## config.mk

```make
export PLATFORM = sky130hd
export DESIGN_NAME = ppc_pipe_adder
export DESIGN_NICKNAME = d
export VERILOG_FILES = /design/src/rtl/ppc_pkg.sv /design/src/rtl/ppc_level.sv /design/src/rtl/ppc_pipe_adder.sv
export SDC_FILE = /design/constraint.sdc
export NUM_CORES = 2
export LEC_CHECK = 0
export CAP_MARGIN = 20
export CORE_MARGIN = 5
export CORE_UTILIZATION = 35
export CTS_BUF_LIST = sky130_fd_sc_hd__clkbuf_2
export CTS_CLUSTER_SIZE = 10
export DETAILED_ROUTE_END_ITERATION = 6
export GPL_TIMING_DRIVEN = 1
export SYNTH_ARGS = -nofsm -noshare
export SYNTH_HDL_FRONTEND = slang
export SYNTH_SLANG_ARGS = --single-unit
```

## constraint.sdc

```tcl
create_clock -name clk -period 2.6 [get_ports clk]
set_clock_uncertainty 0.1 [all_clocks]
set_input_delay 0.26 -clock clk [delete_from_list [all_inputs] [get_ports clk]]
set_output_delay 0.26 -clock clk [all_outputs]
set_load 0.005 [all_outputs]
```

## src/rtl/ppc_pkg.sv

```systemverilog
// rtl/ppc_pkg.sv - KPG encoding types and helpers for the pipelined prefix adder
// Purpose: shared carry-status encoding, the prefix combine operator and the
//          pipeline stage-count helper.
// Contents: kpg_t, KPG_KILL/KPG_PROP/KPG_GEN, kpg_combine(), stage_count().
package ppc_pkg;

  typedef logic [1:0] kpg_t;

  localparam kpg_t KPG_KILL = 2'b00;
  localparam kpg_t KPG_PROP = 2'b01;
  localparam kpg_t KPG_GEN  = 2'b11;

  // A propagating upper group takes the status of the lower group; otherwise
  // the upper group already decides its own carry.
  function automatic kpg_t kpg_combine(input kpg_t hi, input kpg_t lo);
    return (hi == KPG_PROP) ? lo : hi;
  endfunction

  function automatic int stage_count(input int log2w, input int lps);
    return (log2w + lps - 1) / lps;
  endfunction

endpackage

```

## src/rtl/ppc_level.sv

```systemverilog
// rtl/ppc_level.sv - one combinational Kogge-Stone prefix level
// Purpose: combines each bit's KPG status with the status SPAN bits below it.
// Ports:
//   i_w  in   WIDTH x kpg_t   group status entering this level
//   o_w  out  WIDTH x kpg_t   group status after combining at distance SPAN
module ppc_level
  import ppc_pkg::*;
#(
  parameter int WIDTH = 64,
  parameter int SPAN  = 1
) (
  input  kpg_t [WIDTH-1:0] i_w,
  output kpg_t [WIDTH-1:0] o_w
);

  for (genvar j = 0; j < WIDTH; j++) begin : g_bit
    if (j >= SPAN) begin : g_comb
      assign o_w[j] = kpg_combine(i_w[j], i_w[j-SPAN]);
    end else begin : g_pass
      assign o_w[j] = i_w[j];
    end
  end

endmodule

```

## src/rtl/ppc_pipe_adder.sv

```systemverilog
// rtl/ppc_pipe_adder.sv - pipelined Kogge-Stone adder/subtractor with valid/ready
// Purpose: WIDTH-bit add/sub, one operation per cycle, latency NSTG+1 edges,
//          capacity NSTG+2 transactions, order preserved under backpressure.
// Ports:
//   clk, rst_n           clock (rising edge), asynchronous active-low reset
//   in_valid / in_ready  operand handshake
//   a, b, cin, sub       operands; sub=1 computes a-b and ignores cin
//   out_valid/out_ready  result handshake
//   sum, cout, ovf       result, carry out (sub: 1 = no borrow), signed overflow
module ppc_pipe_adder
  import ppc_pkg::*;
#(
  parameter int WIDTH = 64,
  parameter int LPS   = 2
) (
  input  logic             clk,
  input  logic             rst_n,
  input  logic             in_valid,
  output logic             in_ready,
  input  logic [WIDTH-1:0] a,
  input  logic [WIDTH-1:0] b,
  input  logic             cin,
  input  logic             sub,
  output logic             out_valid,
  input  logic             out_ready,
  output logic [WIDTH-1:0] sum,
  output logic             cout,
  output logic             ovf
);

  localparam int LOG2W = $clog2(WIDTH);
  localparam int NSTG  = stage_count(LOG2W, LPS);

  // Stage k in 0..NSTG carries p, the KPG vector and cin_eff; stage NSTG+1
  // is the result register.
  logic [NSTG+1:0]  r_v;
  logic [NSTG+1:0]  w_rdy;
  logic [WIDTH-1:0] r_p [0:NSTG];
  kpg_t [WIDTH-1:0] r_w [0:NSTG];
  logic [NSTG:0]    r_c;
  logic [WIDTH-1:0] r_sum;
  logic             r_cout;
  logic             r_ovf;

  logic [WIDTH-1:0] w_b;
  logic [WIDTH-1:0] w_p;
  logic [WIDTH-1:0] w_g;
  logic             w_cin;
  kpg_t [WIDTH-1:0] w_kpg0;
  kpg_t [WIDTH-1:0] w_lvl [1:NSTG];
  logic [WIDTH:0]   w_c;
  logic [WIDTH-1:0] w_sum;

  // A stage can load when it is empty or its content moves on this cycle;
  // the chain runs from the output back to stage 0 so bubbles collapse.
  always_comb begin
    w_rdy = '0;
    w_rdy[NSTG+1] = !r_v[NSTG+1] || out_ready;
    for (int k = NSTG; k >= 0; k--) begin
      w_rdy[k] = !r_v[k] || w_rdy[k+1];
    end
  end

  assign in_ready  = rst_n && w_rdy[0];
  assign out_valid = r_v[NSTG+1];
  assign sum       = r_sum;
  assign cout      = r_cout;
  assign ovf       = r_ovf;

  // Encode: g and p are exclusive, so {g, p|g} yields only KILL/PROP/GEN.
  // Folding cin into bit 0 makes the prefix tree produce true carries.
  always_comb begin
    w_b    = sub ? ~b : b;
    w_cin  = sub | cin;
    w_p    = a ^ w_b;
    w_g    = a & w_b;
    w_kpg0 = '0;
    for (int i = 0; i < WIDTH; i++) begin
      w_kpg0[i] = {w_g[i], w_p[i] | w_g[i]};
    end
    if (w_kpg0[0] == KPG_PROP) begin
      w_kpg0[0] = w_cin ? KPG_GEN : KPG_KILL;
    end
  end

  // Each pipeline stage evaluates LPS levels; levels past LOG2W in the last
  // stage are plain wires.
  for (genvar s = 1; s <= NSTG; s++) begin : g_stg
    kpg_t [WIDTH-1:0] w_chain [0:LPS];
    assign w_chain[0] = r_w[s-1];
    for (genvar i = 0; i < LPS; i++) begin : g_lvl
      localparam int LVL = (s - 1) * LPS + i;
      if (LVL < LOG2W) begin : g_on
        ppc_level #(
          .WIDTH (WIDTH),
          .SPAN  (1 << LVL)
        ) u_level (
          .i_w (w_chain[i]),
          .o_w (w_chain[i+1])
        );
      end else begin : g_off
        assign w_chain[i+1] = w_chain[i];
      end
    end
    assign w_lvl[s] = w_chain[LPS];
  end

  // After the last level, a GEN at bit i means a carry into bit i+1.
  always_comb begin
    w_c    = '0;
    w_c[0] = r_c[NSTG];
    for (int i = 0; i < WIDTH; i++) begin
      w_c[i+1] = (r_w[NSTG][i] == KPG_GEN);
    end
    w_sum = r_p[NSTG] ^ w_c[WIDTH-1:0];
  end

  always_ff @(posedge clk or negedge rst_n) begin
    if (!rst_n) begin
      r_v    <= '0;
      r_c    <= '0;
      r_sum  <= '0;
      r_cout <= 1'b0;
      r_ovf  <= 1'b0;
      for (int k = 0; k <= NSTG; k++) begin
        r_p[k] <= '0;
        r_w[k] <= '0;
      end
    end else begin
      if (w_rdy[0]) begin
        r_v[0] <= in_valid;
      end
      for (int k = 1; k <= NSTG + 1; k++) begin
        if (w_rdy[k]) begin
          r_v[k] <= r_v[k-1];
        end
      end
      // Data only moves with a real transaction, keeping held results stable.
      if (w_rdy[0] && in_valid) begin
        r_p[0] <= w_p;
        r_w[0] <= w_kpg0;
        r_c[0] <= w_cin;
      end
      for (int k = 1; k <= NSTG; k++) begin
        if (w_rdy[k] && r_v[k-1]) begin
          r_p[k] <= r_p[k-1];
          r_w[k] <= w_lvl[k];
          r_c[k] <= r_c[k-1];
        end
      end
      if (w_rdy[NSTG+1] && r_v[NSTG]) begin
        r_sum  <= w_sum;
        r_cout <= w_c[WIDTH];
        r_ovf  <= w_c[WIDTH] ^ w_c[WIDTH-1];
      end
    end
  end

endmodule

```

## Word level (Yosys, flattened, before mapping)

Index checks and enable logic that the tools add are counted.

| storage, ports and cells | value |
|---|---|
| output and inout port bits | 68 |
| word-level logic and storage cells | 1,068 |
| bits of input ports | 134 |
| register bits after elaboration | 843 |

| operators by class | value |
|---|---|
| bitwise logic cells | 70 |
| reductions and logical operators | 16 |
| mux-type cells | 324 |
| equal/unequal tests | 386 |

Operator list:

| kind | number |
|---|---|
| 2-bit 2-to-1 mux | 323 |
| 2-bit by 1-bit equality test with 1-bit output (second input constant) | 322 |
| 2-bit equality test (second input constant) | 64 |
| 64-bit XOR | 2 |
| 1-bit bitwise OR | 65 |
| 64-bit bitwise AND | 1 |
| 64-bit 2-to-1 mux | 1 |
| 64-bit NOT | 1 |
| 1-bit logical AND | 6 |
| 1-bit zero test | 5 |
| 1-bit logical OR | 5 |
| 1-bit XOR | 1 |

## Longest topological paths before layout

| depth | value |
|---|---|
| depth in word-level cells | 7 |
| gate-level depth with buffers | 8 |
| depth with buffers taken out | 6 |

## Hierarchy

From an unflattened synthesis, not the netlist that was laid out.

| second synthesis, totals | value |
|---|---|
| cell total of the unflattened synthesis | 3,163 |
| area total of the unflattened synthesis | 40,710.3 µm² |

By module, submodules not included:

| module | seq. area each (µm²) | cells each | times used | area each (µm²) |
|---|---|---|---|---|
| ppc_pipe_adder | 21,095.2 | 2,395 | 1 | 34,936.0 |
| ppc_level at g_stg[1].g_lvl[0].g_on.u_level ... | 0.0 | 128 | 5 | 960.9 |
| ppc_level at g_stg[3].g_lvl[0].g_on.u_level | 0.0 | 128 | 1 | 969.7 |

## Least setup slack after synthesis

No wires, ideal clock.

| timing path | value |
|---|---|
| path kind | input to register |
| start point | in sub |
| end point | reg r_w (netlist bit g_stg[1].w_chain[257]) |
| arrival time | 1.844 ns |
| stages | 8 |
| setup slack | 0.529 ns |
| buffers on the path | 2 |
| data required time | 2.373 ns |
| library setup time | 0.127 ns |
| cells stage by stage | clkbuf_1 -> buf_2 -> xor2_1 -> inv_1 -> ha_1 -> nor2_1 -> a21oi_1 -> mux2_1 |

| between the ends | value |
|---|---|
| longest elaborated chain between the ends | 5 |
| elaborated cells on any way between the ends | 8 |
| those cells by class | 1 x eq/ne; 3 x mux; 4 x bitwise |

Ends and longest elaborated chain:

| element | line | source |
|---|---|---|
| from (decl) | ppc_pipe_adder.sv:23 | `input logic sub,` |
| 64-bit 2-to-1 mux | ppc_pipe_adder.sv:73 | `w_b = sub ? ~b : b;` |
| 64-bit XOR or 64-bit bitwise AND (tied branches) | ppc_pipe_adder.sv:75, ppc_pipe_adder.sv:76 |  |
| 1-bit bitwise OR | ppc_pipe_adder.sv:79 | `w_kpg0[i] = {w_g[i], w_p[i] \| w_g[i]};` |
| 2-bit by 1-bit equality test with 1-bit output | ppc_pipe_adder.sv:81 | `if (w_kpg0[0] == KPG_PROP) begin` |
| 2-bit 2-to-1 mux * | ppc_pipe_adder.sv:81 |  |
| to (signal, indexed assignment) | ppc_pipe_adder.sv:147 | `r_w[k] <= w_lvl[k];` |
| to (decl) | ppc_pipe_adder.sv:39 | `kpg_t [WIDTH-1:0] r_w [0:NSTG];` |

Mark *: on every way between the ends. The rest lies on a longest branch, timed or not.
A chain may end at the register's enable or synchronous reset.

## Worst setup path in the final report

| timing path | value |
|---|---|
| start point | reg r_v[3] |
| end point | out in_ready |

| between the ends | value |
|---|---|
| longest elaborated chain between the ends | 6 |

Ends and longest elaborated chain:

| element | line | source |
|---|---|---|
| from (decl) | ppc_pipe_adder.sv:36 | `logic [NSTG+1:0] r_v;` |
| from (signal, indexed assignment) | ppc_pipe_adder.sv:135 | `r_v[k] <= r_v[k-1];` |
| 1-bit zero test | ppc_pipe_adder.sv:60 | `w_rdy[k] = !r_v[k] \|\| w_rdy[k+1];` |
| 1-bit logical OR (4 in series) | ppc_pipe_adder.sv:60 |  |
| 1-bit logical AND | ppc_pipe_adder.sv:64 | `assign in_ready = rst_n && w_rdy[0];` |
| to (decl) | ppc_pipe_adder.sv:19 | `output logic in_ready,` |

No other way between the ends.

==> results.yml <==
power:
  comb_power_share: 0.322
  netSwitchingPower_mw: 17.3
  p_int_mw: 29.1
  clkPwrFrac: 0.192
  p_leak_nw: 20.9
  swShare: 0.373
  p_per_area_nw_per_um2: 984
  fin_total_pwr_mw: 46.4
  peakVddDrop_uv: 466
  p_seq_frac: 0.486
clocking:
  clkSinkCount: 843
  cts_tree: "built"
  numCtsBuffers: 210
  clock_latency_ns: 1.43
  cts_root_buf: "clkbuf_2"
  clk_pin_slew_ns: 0.10
  h-tree-depth: 4
  cts_buffer_depth: 3
routing:
  wire_per_inst_um: 20.1
  drt_pre_antenna_iters: 5
  drtIter0Drc: 1531
  vias_per_cell: 4.96
  ant_nets: 0
  drc: 0
  drt_wl_total_mm: 107
  vias: 26548
grt:
  antenna_found_initial: 1
  grt_pass1_vias: 27691
  grt_max_degree: 170
  overflow: 0
  grt_util_all_layers: 0.183
  grt_pass1_wl_mm: 164
critical_path:
  path_max_fanout: 2
  rrSetupSlack_ns: 0.10
  cp-start-kind: "flop"
  arrival_ns: 2.43
  startpoint: "r_v[3]"
  critPathKind: "reg2out"
  reg2reg_depth: 6
  reg2reg_from: "r_v[3]"
  reg2reg_to: "r_p[198]"
  critical_path_required_ns: 2.24
  end_kind: "output pin"
sta:
  tightest_slew_ns: 1.10
  slew_violations: 0
  fin_crit_sh: 1.07
  fmax_ghz: 0.359
  rsz0062_at_grt: "true"
  max_slew_margin: 0.262
  worst_slack_ns: -0.189
  tns_ns: -0.189
  finalSetupViolCount: 1
  min_period_ns: 2.79
  finalHoldViolCount: 0
floorplanning:
  start_util: 0.352
  die_y_um: 341
  core_um2: 109000
  die-area_um2: 116000
  die_w_um: 341
  ios: 202
  num_rows: 121
synthesis:
  ys_ff_latch: 843
  synth_top_family_by_area: "multiplexers"
  syn_area_um2: 38200
  synth-xor-area-share: 0.0295
  ys_warn_count: 0
  synthCells: 3106
  synth_cell_types: 32
  avgSynthCellArea_um2: 12.3
  netlist_top_cells_area: "dfrtp_1, mux2_2, a21oi_1, o21ai_0, ha_1"
  synth-simple-area-share: 0.0121
  synth_top_area_share: 0.552
  synthMuxAreaShare: 0.210
  synth_compound_area_frac: 0.118
  syn_nets: 3369
  seq_area_frac_synth: 0.552
  synth_top_cell_by_area: "dfrtp_1"
  synth_fa_ha_area_frac: 0.0422
cells_and_area:
  fill_cells: 10348
  final_cells: 5349
  nets: 4043
  final_cell_mix: "dfrtp_1, mux2_2, a21oi_1"
  final_common_cell: "dfrtp_1"
  stdcell_area_um2: 47100
  syn2layout_area_growth_pct: 23.2
  drive_gt1_frac: 0.270
min_path:
  min_from: "a[21]"
  worstHoldEndpoint: "g_stg[1].w_chain[299]"
  worstHoldPathCells: 4
  hold_path.class: "in2reg"
run:
  drv_cap: 0
place:
  dp_hpwl_mm: 76.9
  dp.cells: 4673
  placed_area_um2: 42400
  gp_congestion: 0.878
  dpl_worst_slack_ns: 0.116
  place.port_buffers: 201
run_status:
  status: "finished with violations"
  failed_checks: "negative setup slack"
-- power by group through the flow --
stage          clock (mW)  sequential (mW)  combinational [mW]
2_1_floorplan           0             21.0                9.37
3_3_place_gp            0             22.6                14.3
3_5_place_dp            0             22.8                14.6
4_1_cts              9.24             22.5                15.1
5_1_grt              9.91             23.2                16.4
6_report             8.89             22.6                14.9
-- synth_stat cells --
cell,count
and2_1,1
a21o_1,17
xor2_1,126
nor2_1,3
o211ai_1,3
a31oi_1,3
o22a_1,39
buf_6,8
mux2i_1,62
o21bai_1,1
xnor2_1,3
nand2b_1,1
inv_1,196
and4b_1,1
o21ai_0,327
buf_2,66
o21ai_2,2
mux2_2,577
nand4b_2,1
ha_1,129
mux2_1,81
o21ai_1,1
buf_1,4
nand2_1,107
nor2_2,1
clkbuf_1,31
a21oi_1,439
o21a_1,16
dfrtp_1,843
nor2b_1,1
buf_4,15
a31oi_2,1
-- critical path: stages, from the launching register on --
cell	delay [ns]
dfrtp_2	0.45
nand4b_4	0.12
nor2_4	0.04
nor2b_2	0.13
buf_6	0.15
buf_6	0.10
-- worst max path at each step --
stage,depth (start not counted),endpoint,slack [ns]
finish,5,in_ready,-0.19
detailed placement,6,g_stg[2].w_chain[333],0.12
floorplan,8,g_stg[1].w_chain[257],0.53
global placement,6,g_stg[2].w_chain[318],0.15
CTS,5,in_ready,-0.41
global route,5,in_ready,-0.39
-- through the flow --
stage	hold WS (ns)	utilization
after floorplan	-0.136	-
after CTS	0.00637	0.433
after global placement	0.342	0.390
after detailed placement	0.332	0.390
final	0.194	0.433
after global routing	0.0765	0.433
-- layout make-up --
| cell class | instances | area (µm²) | area share |
|---|---|---|---|
| diodes | 2 | 5.00 | 0.000106 |
| clock buffers | 310 | 1550 | 0.0329 |
| clock inverters | 55 | 317 | 0.00672 |
| inverters | 196 | 736 | 0.0156 |
| multi-input cells | 1943 | 15800 | 0.336 |
| flip-flops and latches | 843 | 21100 | 0.448 |
| well taps | 1414 | 1770 | 0.0376 |
| repair buffers | 586 | 5810 | 0.123 |
-- layer usage --
metal / GRT usage / wire [µm] / up-vias / part of all wire
li1: - / - / 12441 / -
met1: 0.238 / 47400 / 13356 / 0.44
met2: 0.305 / 52000 / 599 / 0.48
met3: 0.0374 / 4860 / 152 / 0.045
met4: 0.0668 / 3050 / 0 / 0.028
met5: 0 / 0 / - / 0
-- registers in the layout, summed over array words and instances (netlist names) --
register       flops
cout               1
ovf                1
g_stg.w_chain    384
r_p              256
r_c                4
sum               64
r_w              128
r_v                5
-- kinds of logic (layout without fill, tap and decap cells) --
| logic type | Yosys count | count (layout) |
|---|---|---|
| and+or+nand+nor | 116 | 116 |
| adders and majority gates | 129 | 129 |
| xor gates and xnor gates | 129 | 129 |
| muxes | 720 | 720 |
| AOI/OAI and AO/OA | 849 | 849 |
| DFF | 843 | 843 |
| buffers and inverters | 320 | 1147 |
| other | 0 | 2 |
-- what timing repair did --
item	4_1_cts	5_1_grt
setup buffers	28	0
resized for setup	205	1
pin swaps	2	1
endpoints found under the hold margin	1392	0
hold buffers	281	0
setup endpoints to repair	68	9
gates cloned	0	1
No activity file was read; power rests on OpenSTA's default activity.
